### config.mk
export PLATFORM = sky130hd
export DESIGN_NAME = mul_div_iter_flat
export DESIGN_NICKNAME = d
export VERILOG_FILES = /design/src/rtl/mul_div_iter_if.sv /design/src/rtl/mul_div_iter.sv /design/src/flat_wrapper.sv
export SDC_FILE = /design/constraint.sdc
export NUM_CORES = 1
export LEC_CHECK = 0
export BUFFER_PORTS_ARGS = -buffer_cell sky130_fd_sc_hd__clkbuf_2
export CAP_MARGIN = 20
export CORE_MARGIN = 3
export CORE_UTILIZATION = 45
export CTS_CLUSTER_DIAMETER = 50
export DETAILED_ROUTE_END_ITERATION = 8
export MAX_ROUTING_LAYER = met4
export PLACE_DENSITY_LB_ADDON = 0.25
export SLEW_MARGIN = 10
export SYNTH_ARGS = -nofsm -noshare
export SYNTH_HDL_FRONTEND = slang
export SYNTH_SLANG_ARGS = --single-unit
export TNS_END_PERCENT = 30
### constraint.sdc
create_clock -name clk -period 4.7 [get_ports clk]
set_clock_uncertainty 0.1 [all_clocks]
set_input_delay 0.47 -clock clk [delete_from_list [all_inputs] [get_ports clk]]
set_output_delay 0.47 -clock clk [all_outputs]
set_load 0.01 [all_outputs]
### src/rtl/mul_div_iter_if.sv
// Request/response bundle for the iterative multiplier/divider.
// The master drives the request; the slave (the unit) returns the result.
interface mul_div_iter_if #(
    parameter int WIDTH = 32
);
    logic                 start_i;
    logic [1:0]           op_i;
    logic [WIDTH-1:0]     opdata1_i;
    logic [WIDTH-1:0]     opdata2_i;
    logic                 annul_i;
    logic [2*WIDTH-1:0]   result_o;
    logic                 ready_o;
    logic                 busy_o;
    logic                 div_zero_o;

    modport master (
        output start_i, op_i, opdata1_i, opdata2_i, annul_i,
        input  result_o, ready_o, busy_o, div_zero_o
    );

    modport slave (
        input  start_i, op_i, opdata1_i, opdata2_i, annul_i,
        output result_o, ready_o, busy_o, div_zero_o
    );
endinterface

### src/rtl/mul_div_iter.sv
// Radix-2 iterative signed/unsigned multiplier and restoring divider.
// Works on operand magnitudes and applies the result signs once, in FIN.
module mul_div_iter #(
    parameter int WIDTH = 32,
    parameter int CNT_W = 6
) (
    input  logic          clk,
    input  logic          rst,
    mul_div_iter_if.slave bus
);
    typedef enum logic [1:0] {IDLE, CALC, FIN} state_t;

    state_t               r_state;
    state_t               w_state_next;
    logic [CNT_W-1:0]     r_cnt;
    logic                 r_is_div;
    logic                 r_neg_q;
    logic                 r_neg_r;
    logic                 r_dz_pend;
    logic [WIDTH-1:0]     r_a;
    logic [WIDTH-1:0]     r_b;
    logic [WIDTH-1:0]     r_op1;
    logic [2*WIDTH-1:0]   r_acc;
    logic [2*WIDTH-1:0]   r_result;
    logic                 r_ready;
    logic                 r_div_zero;

    logic                 w_accept;
    logic                 w_div_zero_in;
    logic                 w_signed;
    logic                 w_s1;
    logic                 w_s2;
    logic [WIDTH-1:0]     w_mag1;
    logic [WIDTH-1:0]     w_mag2;
    logic [WIDTH:0]       w_mul_sum;
    logic [WIDTH:0]       w_div_ext;
    logic                 w_div_ge;
    logic [WIDTH-1:0]     w_div_diff;
    logic [2*WIDTH-1:0]   w_step;
    logic [WIDTH-1:0]     w_quot;
    logic [WIDTH-1:0]     w_rem;
    logic [2*WIDTH-1:0]   w_fin;

    assign w_accept      = (r_state == IDLE) && bus.start_i && !bus.annul_i;
    assign w_div_zero_in = bus.op_i[1] && (bus.opdata2_i == '0);
    assign w_signed      = ~bus.op_i[0];
    assign w_s1          = w_signed & bus.opdata1_i[WIDTH-1];
    assign w_s2          = w_signed & bus.opdata2_i[WIDTH-1];
    assign w_mag1        = w_s1 ? -bus.opdata1_i : bus.opdata1_i;
    assign w_mag2        = w_s2 ? -bus.opdata2_i : bus.opdata2_i;

    // MUL: {hi, multiplier} shifts right, multiplicand added into hi on LSB=1.
    // DIV: {partial remainder, dividend/quotient} shifts left, quotient bit enters at LSB.
    assign w_mul_sum  = {1'b0, r_acc[2*WIDTH-1:WIDTH]} + (r_acc[0] ? {1'b0, r_a} : {(WIDTH+1){1'b0}});
    assign w_div_ext  = r_acc[2*WIDTH-1:WIDTH-1];
    assign w_div_ge   = w_div_ext >= {1'b0, r_b};
    assign w_div_diff = w_div_ext[WIDTH-1:0] - r_b;
    assign w_step     = r_is_div
                      ? {(w_div_ge ? w_div_diff : w_div_ext[WIDTH-1:0]), r_acc[WIDTH-2:0], w_div_ge}
                      : {w_mul_sum, r_acc[WIDTH-1:1]};

    assign w_quot = r_acc[WIDTH-1:0];
    assign w_rem  = r_acc[2*WIDTH-1:WIDTH];

    // The most-negative / -1 case needs no special handling: the magnitude
    // quotient 2^(WIDTH-1) negates back onto itself with a zero remainder.
    always_comb begin
        w_fin = r_neg_q ? -r_acc : r_acc;
        if (r_dz_pend) begin
            w_fin = {r_op1, {WIDTH{1'b1}}};
        end else if (r_is_div) begin
            w_fin = {(r_neg_r ? -w_rem : w_rem), (r_neg_q ? -w_quot : w_quot)};
        end
    end

    always_comb begin
        w_state_next = r_state;
        unique case (r_state)
            IDLE: if (w_accept) w_state_next = w_div_zero_in ? FIN : CALC;
            CALC: begin
                if (bus.annul_i)                          w_state_next = IDLE;
                else if (r_cnt == CNT_W'(WIDTH - 1))      w_state_next = FIN;
            end
            FIN:     w_state_next = IDLE;
            default: w_state_next = IDLE;
        endcase
    end

    always_ff @(posedge clk) begin
        if (!rst) r_state <= IDLE;
        else      r_state <= w_state_next;
    end

    always_ff @(posedge clk) begin
        if (!rst) begin
            r_cnt      <= '0;
            r_result   <= '0;
            r_ready    <= 1'b0;
            r_div_zero <= 1'b0;
        end else begin
            r_ready    <= 1'b0;
            r_div_zero <= 1'b0;
            unique case (r_state)
                IDLE: begin
                    if (w_accept) begin
                        r_is_div  <= bus.op_i[1];
                        r_neg_q   <= w_s1 ^ w_s2;
                        r_neg_r   <= w_s1;
                        r_dz_pend <= w_div_zero_in;
                        r_a       <= w_mag1;
                        r_b       <= w_mag2;
                        r_op1     <= bus.opdata1_i;
                        r_acc     <= {{WIDTH{1'b0}}, (bus.op_i[1] ? w_mag1 : w_mag2)};
                        r_cnt     <= '0;
                    end
                end
                CALC: begin
                    if (!bus.annul_i) begin
                        r_acc <= w_step;
                        r_cnt <= r_cnt + 1'b1;
                    end
                end
                FIN: begin
                    if (!bus.annul_i) begin
                        r_result   <= w_fin;
                        r_ready    <= 1'b1;
                        r_div_zero <= r_dz_pend;
                    end
                end
                default: ;
            endcase
        end
    end

    assign bus.result_o   = r_result;
    assign bus.ready_o    = r_ready;
    assign bus.div_zero_o = r_div_zero;
    assign bus.busy_o     = (r_state != IDLE);
endmodule

### src/flat_wrapper.sv
// flat-port wrapper written by rule: the top's interface ports become plain ports
module mul_div_iter_flat 
#(
    parameter int WIDTH = 32,
    parameter int CNT_W = 6
)
  (clk, rst, bus_start_i, bus_op_i, bus_opdata1_i, bus_opdata2_i, bus_annul_i, bus_result_o, bus_ready_o, bus_busy_o, bus_div_zero_o);
  mul_div_iter_if #(.WIDTH(WIDTH)) bus_i ();
  input  logic clk;
  input  logic rst;
  input wire logic [$bits(bus_i.start_i)-1:0] bus_start_i;
  input wire logic [$bits(bus_i.op_i)-1:0] bus_op_i;
  input wire logic [$bits(bus_i.opdata1_i)-1:0] bus_opdata1_i;
  input wire logic [$bits(bus_i.opdata2_i)-1:0] bus_opdata2_i;
  input wire logic [$bits(bus_i.annul_i)-1:0] bus_annul_i;
  output wire logic [$bits(bus_i.result_o)-1:0] bus_result_o;
  output wire logic [$bits(bus_i.ready_o)-1:0] bus_ready_o;
  output wire logic [$bits(bus_i.busy_o)-1:0] bus_busy_o;
  output wire logic [$bits(bus_i.div_zero_o)-1:0] bus_div_zero_o;
  assign bus_i.start_i = bus_start_i;
  assign bus_i.op_i = bus_op_i;
  assign bus_i.opdata1_i = bus_opdata1_i;
  assign bus_i.opdata2_i = bus_opdata2_i;
  assign bus_i.annul_i = bus_annul_i;
  assign bus_result_o = bus_i.result_o;
  assign bus_ready_o = bus_i.ready_o;
  assign bus_busy_o = bus_i.busy_o;
  assign bus_div_zero_o = bus_i.div_zero_o;
  mul_div_iter #(.WIDTH(WIDTH), .CNT_W(CNT_W)) u_core (.clk(clk), .rst(rst), .bus(bus_i));
endmodule
==> flow_summary.toml, run 1 <==
[status]
outcome = "finished, final reports clean"

[clocking]
cts_setup_buffers = 0
clk_latency_ns = 0.56
clockBufferDepth = 3
h-tree-depth = 1
root_buffer = "clkbuf_16"
cts-resized-gates = 0
cts_made_buffers = 30
ctsHoldBuffers = 0
cts_tree = "yes"
path_clk_slew_ns = 0.06
clock-sinks = 237

[grt]
grt_pass1_vias = 13400
grt_max_degree = 79
grt_util_all_layers_pct = 27.0
grt_pass1_wl_mm = 78.8
overflow = 0
antenna_found_initial = 0

[power_and_ir_drop]
p_int_mw = 4.01
power.share.sequential_pct = 42.9
switching_power_mw = 1.53
p_comb_share_pct = 15.0
peakVddDrop_mv = 0.263
pwr-share-clk_pct = 42.1
leakage_nw = 7.35
p_sw_share_pct = 27.6
power.density_mw_per_mm2 = 307

[synth]
yosysWarnings = 0
synth_edf_count = 163
yosys.area.top_type = "edfxtp_1"
synth_common_cells = "nand2_1 (167), edfxtp_1 (163), o21ai_0 (160)"
synth-async-reset-ratio_pct = 0
ys_seq_area_share_pct = 40.0
syn_nets = 1902
synth_top_area_share_pct = 30.7
ys_types = 70
synth_top_flop_cell = "edfxtp_1"
synth-seq-cells = 237
synth_area_mm2 = 0.0159
yosys-top-cells-area = "edfxtp_1 (31%), dfxtp_1 (9.3%), xor2_1 (5.6%)"
avgSynthCellArea_um2 = 9.04
synthCells = 1761
yosysMostFrequentCell = "nand2_1"

[worst_setup_path]
critical_path.endpoint_type = "register"
reg2reg_to = "u_core.r_acc[61]$_SDFFCE_PN0P_"
reg2reg_from = "u_core.r_acc[0]$_DFFE_PP_"
worstPathArrival_ns = 4.38
cp_max_fo = 18
required_ns = 4.89
rrSetupSlack_ns = 0.51
path_cells = "and2_1, ha_1, fa_1, a21o_1, a311oi_1, and4b_1, a211oi_1, o21ba_2, o311a_1, o21ai_0, a31oi_1, xor2_1, o22ai_1"
cpMaxStageDelayCell = "edfxtp_1"
startpoint_type = "register"
reg2regPathDepth = 13
worst_path_largest_cell_delay_ns = 0.58
path_class = "reg2reg"

[sta]
max_freq_mhz = 239
setup_tns_ns = 0
fin_crit_ns = 4.19
rsz0062_at_grt = "false"
worst_pin_slew_ns = 1.16
relSlewSlack_pct = 22.2
whs_ns = 0.0291
slew_violations = 0
setup_violations = 0
hold_violations = 0
final.period_utilization_pct = 89.2

[route]
detail_route.wl_per_cell_um = 22.0
vias_per_cell = 6.03
drt_iter0_drc = 1193
met1Wirelength_mm = 22.7
num_vias = 14100
drc = 0
top_layer_used = "met4"
first_pass_iters = 5
wirelength_mm = 51.5
antenna_left = 0
wl_met2_mm = 23.6
route.met3.wl_mm = 3.35

[floorplan]
start_util_pct = 45.9
dieWidth_um = 194
die_area_mm2 = 0.0377
rows = 68
core-area_mm2 = 0.0347
die_y_um = 194
pin_count = 137

[final_layout]
drive_gt1_share_pct = 13.8
area_delta_synth_final_pct = 13.5
n_antenna_cell = 0
fin_nets = 2005

[placement]
dp_hpwl_mm = 38.7
portBuffers = 136
routabilityCongestion = 0.967

[min_path]
hp-class = "in2reg"
hp-start = "bus_opdata1_i[17]"
whs_endpoint = "u_core.r_op1[17]$_DFFE_PP_"
min_path_cells = 1

[job]
drv_cap = 0
[flip-flops by register name (all words and copies together), names as in the netlist]
signal	flops
u_core.bus.div_zero_o	1
u_core.bus.ready_o	1
u_core.bus.result_o	64
u_core.r_a	31
u_core.r_acc	64
u_core.r_b	32
u_core.r_cnt	6
u_core.r_dz_pend	1
u_core.r_is_div	1
u_core.r_neg_q	1
u_core.r_neg_r	1
u_core.r_op1	32
u_core.r_state	2
[how the worst max path moves through the flow]
stage	from	endpoint	slack (ns)	cells past startpoint
after floorplan	rst	u_core.r_a[10]$_DFFE_PP_	0.61	4
after global placement	u_core.r_acc[0]$_DFFE_PP_	u_core.r_acc[60]$_SDFFCE_PN0P_	0.66	12
after detailed placement	u_core.r_acc[0]$_DFFE_PP_	u_core.r_acc[61]$_SDFFCE_PN0P_	0.60	13
after CTS	u_core.r_acc[0]$_DFFE_PP_	u_core.r_acc[61]$_SDFFCE_PN0P_	0.56	13
after global routing	u_core.r_acc[0]$_DFFE_PP_	u_core.r_acc[61]$_SDFFCE_PN0P_	0.22	13
final	u_core.r_acc[0]$_DFFE_PP_	u_core.r_acc[61]$_SDFFCE_PN0P_	0.51	13
[routing by layer]
metal,track usage [%],up-vias
li1,-,6654
met1,37.4,6788
met2,42.2,590
met3,2.71,88
met4,8.06,0
met5,-,-
[kinds of logic after synthesis]
logic type | count (synthesis) | share of synthesized area, %
DFF | 237 | 40.0
and+or+nand+nor | 525 | 15.9
adders and majority gates | 71 | 5.67
buffers and inverters | 160 | 3.87
xor gates and xnor gates | 177 | 9.73
muxes | 70 | 4.64
AOI/OAI and AO/OA | 521 | 20.2
[cell usage in the layout (no fill, tap or decap), types with 13 or more instances in the layout]
cell type / n
nand2_1: 167
edfxtp_1: 163
o21ai_0: 160
a21oi_1: 154
clkbuf_2: 136
nor2_1: 125
xor2_1: 101
xnor2_1: 76
dfxtp_1: 74
inv_1: 69
ha_1: 69
and2_1: 39
mux2i_1: 39
nor3_1: 37
a21o_1: 35
nand3_1: 34
clkbuf_16: 32
mux2_2: 31
a31oi_1: 23
buf_4: 23
nand4_1: 20
o211ai_1: 20
nand2b_1: 19
o31ai_1: 15
nor4_1: 14
o211a_1: 14
a311oi_1: 14
or3_1: 13
[power groups by stage]
stage | registers (mW) | logic (mW) | clock network [mW]
after global placement | 2.42 | 0.813 | 0
after detailed placement | 2.42 | 0.819 | 0
after floorplan | 2.40 | 0.551 | 0
final | 2.38 | 0.834 | 2.33
after global routing | 2.38 | 0.912 | 2.43
after CTS | 2.38 | 0.825 | 2.36
[metrics by stage]
stage          instances  instance area (µm²)  worst slack, ns  utilization (%)  total power, mW
4_1_cts             2342                18100            0.559             52.0             5.56
3_3_place_gp        2286                17100            0.655             49.1             3.23
2_1_floorplan       1761                15900            0.613                -             2.95
3_5_place_dp        2286                17100            0.596             49.1             3.24
5_1_grt             2343                18100            0.217             52.1             5.73
6_report            2343                18100            0.507             52.1             5.54
[layout make-up]
type,instances,area (µm²)
Timing Repair Buffer,162,913
Tap cell,455,569
Sequential cell,237,6380
Multi-Input combinational cell,1364,8950
Clock inverter,17,158
Clock buffer,39,847
Fill cell,3229,16600
Inverter,69,259
[worst max-delay path: cells and delay by family (launching register included)]
family,cells,cell delay (ns)
xor+xnor,1,0.19
compound gates,8,1.97
flops,1,0.58
simple gates,2,0.47
fa+ha+maj,2,0.61
(Power assumes the default switching activity.)
==> run 2, diff against run 1 <==
CORE_MARGIN = 10   (was 3)
clock period = 4.5 ns   (was 4.7 ns; I/O delays follow)
==> run 2 against run 1 <==
Against the previous run:
- sequential cell count did not move
- sequential share of layout area decreased by 0.39 points
- sequential power is 4% higher
- largest cell class unchanged
- die area up 15%
- first-iteration DRC count up 16%
- via count increased by 0.43%
- worst setup slack got worse by 0.21 ns
- combinational power up 4.9%
- fmax shrank 0.19%
- global-route usage fell by 2.8 points
==> flow_summary.toml, run 2 (synthesized netlist as in run 1, its figures left out) <==
[status]
outcome = "finished, final reports clean"

[final_layout]
final_cell_area_mm2 = 0.0183
area_delta_synth_final_pct = 14.7
layoutNonFillerInstCount = 2356
fin_nets = 2014
final_cell_mix = "nand2_1 (167), edfxtp_1 (163), o21ai_0 (160)"
drive_gt1_share_pct = 14.5
layout_commonest_cell = "nand2_1"

[grt]
grt_max_degree = 76
antenna_found_initial = 1
grt_pass1_wl_mm = 81.8
overflow = 0
grt_pass1_vias = 13800
grt_util_all_layers_pct = 24.2

[clocking]
cts_tree = "yes"
h-tree-depth = 2
cts-resized-gates = 0
ctsHoldBuffers = 0
clk_latency_ns = 0.52
cts_made_buffers = 36
clock-sinks = 237
cts_setup_buffers = 0
root_buffer = "clkbuf_16"
clockBufferDepth = 3
path_clk_slew_ns = 0.06

[placement]
portBuffers = 136
placed_area_mm2 = 0.0171
dp_hpwl_mm = 40.2
dp.cells = 2290
routabilityCongestion = 1.01

[worst_setup_path]
path_class = "reg2reg"
required_ns = 4.63
reg2regPathDepth = 12
cp_max_fo = 11
crit_buf_inv = 0
cp_top_family = "compound AO/OA/AOI/OAI gates"
critical_path.endpoint_type = "register"
rrSetupSlack_ns = 0.30
path_cells = "ha_1, fa_1, a21o_1, a311oi_1, and4b_1, a211oi_1, o21ba_2, o21ai_0, a31oi_1, o41ai_1, a31oi_1, a211oi_1"
worst_path_largest_cell_delay_ns = 0.59
cpMaxStageDelayCell = "edfxtp_1"
worstPathArrival_ns = 4.33
reg2reg_from = "u_core.r_acc[32]$_SDFFCE_PN0P_"
startpoint_type = "register"
reg2reg_to = "u_core.r_acc[63]$_SDFFCE_PN0P_"

[power_and_ir_drop]
power.density_mw_per_mm2 = 341
peakVddDrop_mv = 0.265
totalPowerFinal_mw = 6.23
leakage_nw = 7.44

[floorplan]
die_y_um = 208
pin_count = 137
start_util_pct = 45.9
core-area_mm2 = 0.0347
dieWidth_um = 208
die_area_mm2 = 0.0433
rows = 68

[sta]
setup_violations = 0
whs_ns = 0.0474
slew_violations = 0
setup_tns_ns = 0
hold_violations = 0
relSlewSlack_pct = 15.2
final.period_utilization_pct = 93.3
max_freq_mhz = 238
fin_crit_ns = 4.20
rsz0062_at_grt = "false"
worst_pin_slew_ns = 1.27

[route]
wirelength_mm = 53.2
first_pass_iters = 5
vias_per_cell = 6.02
antenna_left = 0
drc = 0
drt_iter0_drc = 1384
num_vias = 14200
detail_route.wl_per_cell_um = 22.6

[job]
drv_cap = 0

[min_path]
min_path_cells = 1
whs_endpoint = "u_core.r_op1[17]$_DFFE_PP_"
hp-class = "in2reg"
hp-start = "bus_opdata1_i[17]"
## run 2: cell count changes in the layout (fill, tap and decap cells not counted)
cell	previous run	this run
clkbuf_8	2	0
clkbuf_16	32	36
clkinv_8	0	1
buf_12	3	1
clkinv_2	4	2
inv_6	1	5
bufinv_16	2	4
inv_8	3	4
clkinvlp_4	1	4
buf_4	23	28
clkinv_1	5	0
clkbuf_1	5	8
diode_2	0	1
## run 2: report_power, final
group	total [mW]	switching (mW)	internal, mW
clock	2.87	1.12	1.74
sequential	2.48	0.0658	2.42
combinational	0.875	0.553	0.322
## run 2: worst register-to-register path, cell delays in order (launching register included)
cell      delay [ns]
edfxtp_1        0.59
ha_1            0.33
fa_1            0.41
a21o_1          0.21
a311oi_1        0.35
and4b_1         0.24
a211oi_1        0.55
o21ba_2         0.31
o21ai_0         0.15
a31oi_1         0.33
o41ai_1         0.12
a31oi_1         0.19
a211oi_1        0.06
## run 2: area by class of cell
class                           count  area [µm²]
Sequential cell                   237        6380
Clock buffer                       44         931
Clock inverter                     21         274
Fill cell                        3219       16400
Antenna cell                        1        2.50
Tap cell                          455         569
Timing Repair Buffer              165         911
Inverter                           69         259
Multi-Input combinational cell   1364        8950
## run 2: how the worst max path moves through the flow
| stage | startpoint | endpoint | slack (ns) | cells after the start |
|---|---|---|---|---|
| global placement | u_core.r_acc[2]$_DFFE_PP_ | u_core.bus.result_o[51]$_SDFFE_PN0P_ | 0.56 | 9 |
| detailed placement | u_core.r_acc[32]$_SDFFCE_PN0P_ | u_core.r_acc[63]$_SDFFCE_PN0P_ | 0.50 | 12 |
| floorplan | rst | u_core.r_a[10]$_DFFE_PP_ | 0.43 | 4 |
| CTS | u_core.r_acc[32]$_SDFFCE_PN0P_ | u_core.r_acc[63]$_SDFFCE_PN0P_ | 0.42 | 12 |
| global route | u_core.r_acc[32]$_SDFFCE_PN0P_ | u_core.r_acc[63]$_SDFFCE_PN0P_ | 0.06 | 12 |
| finish | u_core.r_acc[32]$_SDFFCE_PN0P_ | u_core.r_acc[63]$_SDFFCE_PN0P_ | 0.30 | 12 |
## run 2: per-stage QoR
step                      worst slack [ns]  util [%]
after floorplan                      0.433         -
after global placement               0.558      49.2
after detailed placement             0.499      49.2
after CTS                            0.424      52.6
after global routing                0.0620      52.6
final                                0.299      52.6
## run 2: layer usage
layer | track usage [%] | vias up | wire length (µm)
met5 | - | - | 0
met2 | 36.7 | 645 | 23700
met4 | 10.6 | 0 | 2440
met1 | 31.7 | 6729 | 23400
li1 | - | 6673 | -
met3 | 3.53 | 134 | 3720
==> run 3, diff against run 2 <==
CORE_MARGIN = not set   (was 10)
==> run 3 against run 2 <==
Against the previous run:
- wire length is 2.9% lower
- total power is 7.2% lower
- first-iteration DRC count shrank 11%
- fmax increased by 0.80%
- highest routed layer unchanged
==> flow_summary.toml, run 3 (synthesized netlist as in run 1, its figures left out) <==
[placement]
routabilityCongestion = 0.949
dp_hpwl_mm = 39.0
portBuffers = 136

[floorplan]
die_y_um = 190
rows = 68
dieWidth_um = 190
die_area_mm2 = 0.0361
start_util_pct = 45.9
pin_count = 137
core-area_mm2 = 0.0347

[sta]
final.period_utilization_pct = 92.6
fin_crit_ns = 4.17
hold_violations = 0
rsz0062_at_grt = "false"
setup_tns_ns = 0
relSlewSlack_pct = 18.8
setup_violations = 0
max_freq_mhz = 240
whs_ns = 0.0155
worst_pin_slew_ns = 1.22
slew_violations = 0

[power_and_ir_drop]
leakage_nw = 7.38
peakVddDrop_mv = 0.340
power.density_mw_per_mm2 = 320

[final_layout]
area_delta_synth_final_pct = 13.6
layout_commonest_cell = "nand2_1"
final_cell_mix = "nand2_1 (167), edfxtp_1 (163), o21ai_0 (160)"
fin_nets = 2011
n_antenna_cell = 0
fin_util_pct = 52.1
drive_gt1_share_pct = 14.4

[route]
antenna_left = 0
drt_iter0_drc = 1235
num_vias = 14100
detail_route.wl_per_cell_um = 22.0
vias_per_cell = 6.00
first_pass_iters = 6
wirelength_mm = 51.7
drc = 0

[clocking]
cts_tree = "yes"
cts_setup_buffers = 0
clockBufferDepth = 3
cts-resized-gates = 0
ctsHoldBuffers = 0
clock-sinks = 237
h-tree-depth = 1
root_buffer = "clkbuf_16"
cts_made_buffers = 30
clk_latency_ns = 0.55
path_clk_slew_ns = 0.06

[grt]
grt_max_degree = 70
grt_pass1_vias = 13000
grt_pass1_wl_mm = 77.0
grt_util_all_layers_pct = 28.8
antenna_found_initial = 0
overflow = 0

[worst_setup_path]
reg2reg_from = "u_core.r_acc[0]$_DFFE_PP_"
reg2reg_to = "u_core.r_acc[61]$_SDFFCE_PN0P_"
path_class = "reg2reg"
rrSetupSlack_ns = 0.33
startpoint_type = "register"
worstPathArrival_ns = 4.36
cp_max_fo = 14
required_ns = 4.70
critical_path.endpoint_type = "register"
reg2regPathDepth = 13

[job]
drv_cap = 0

[min_path]
min_path_cells = 1
hp-start = "bus_opdata1_i[17]"
whs_endpoint = "u_core.r_op1[17]$_DFFE_PP_"
hp-class = "in2reg"

[status]
outcome = "finished, final reports clean"
## run 3: cell count changes in the layout (fill, tap and decap cells not counted), sizes merged
| cell | change |
|---|---|
| clkinv | +6 |
| clkbuf | -5 |
| inv | -5 |
| buf | +3 |
| clkinvlp | -3 |
| bufinv | -2 |
| diode | -1 |
## run 3: worst max-delay path: stages, from the launching register on
cell      delay (ns)
edfxtp_1        0.54
and2_1          0.21
ha_1            0.20
fa_1            0.40
a21o_1          0.20
a311oi_1        0.34
and4b_1         0.23
a211oi_1        0.53
o21ba_2         0.32
o311a_1         0.25
o21ai_0         0.11
a31oi_1         0.20
xor2_1          0.19
o22ai_1         0.08
## run 3: final cells by class
| class | instances | area, µm² |
|---|---|---|
| Fill cell | 3304 | 16600 |
| Multi-Input combinational cell | 1364 | 8950 |
| Sequential cell | 237 | 6380 |
| Timing Repair Buffer | 168 | 933 |
| Clock buffer | 39 | 847 |
| Tap cell | 455 | 569 |
| Inverter | 69 | 259 |
| Clock inverter | 17 | 155 |
## run 3: through the flow
step | cells | worst slack [ns] | area, µm² | power [mW]
detailed placement | 2293 | 0.416 | 17100 | 3.39
finish | 2349 | 0.332 | 18100 | 5.78
floorplan | 1761 | 0.433 | 15900 | 3.08
global placement | 2293 | 0.527 | 17100 | 3.38
global route | 2349 | 0.107 | 18100 | 5.97
CTS | 2349 | 0.384 | 18100 | 5.79
## run 3: how the worst max path moves through the flow
stage	startpoint	end	slack [ns]
4_1_cts	u_core.r_acc[0]$_DFFE_PP_	u_core.r_acc[61]$_SDFFCE_PN0P_	0.38
2_1_floorplan	rst	u_core.r_a[10]$_DFFE_PP_	0.43
6_report	u_core.r_acc[0]$_DFFE_PP_	u_core.r_acc[61]$_SDFFCE_PN0P_	0.33
5_1_grt	u_core.r_acc[2]$_DFFE_PP_	u_core.bus.result_o[47]$_SDFFE_PN0P_	0.11
3_5_place_dp	u_core.r_acc[0]$_DFFE_PP_	u_core.r_acc[61]$_SDFFCE_PN0P_	0.42
3_3_place_gp	u_core.r_acc[0]$_DFFE_PP_	u_core.r_acc[61]$_SDFFCE_PN0P_	0.53
## run 3: layer usage
| metal | global-route usage [%] | up-vias | share of wire [%] |
|---|---|---|---|
| met5 | - | - | 0 |
| met4 | 11.3 | 0 | 4.4 |
| met3 | 3.32 | 113 | 6.4 |
| met2 | 44.0 | 598 | 45 |
| met1 | 39.0 | 6695 | 44 |
| li1 | - | 6677 | - |
## run 3: power by group
group          switching (mW)  total (mW)  internal [mW]
clock                   0.976        2.42           1.45
combinational           0.550       0.872          0.322
sequential             0.0678        2.49           2.42
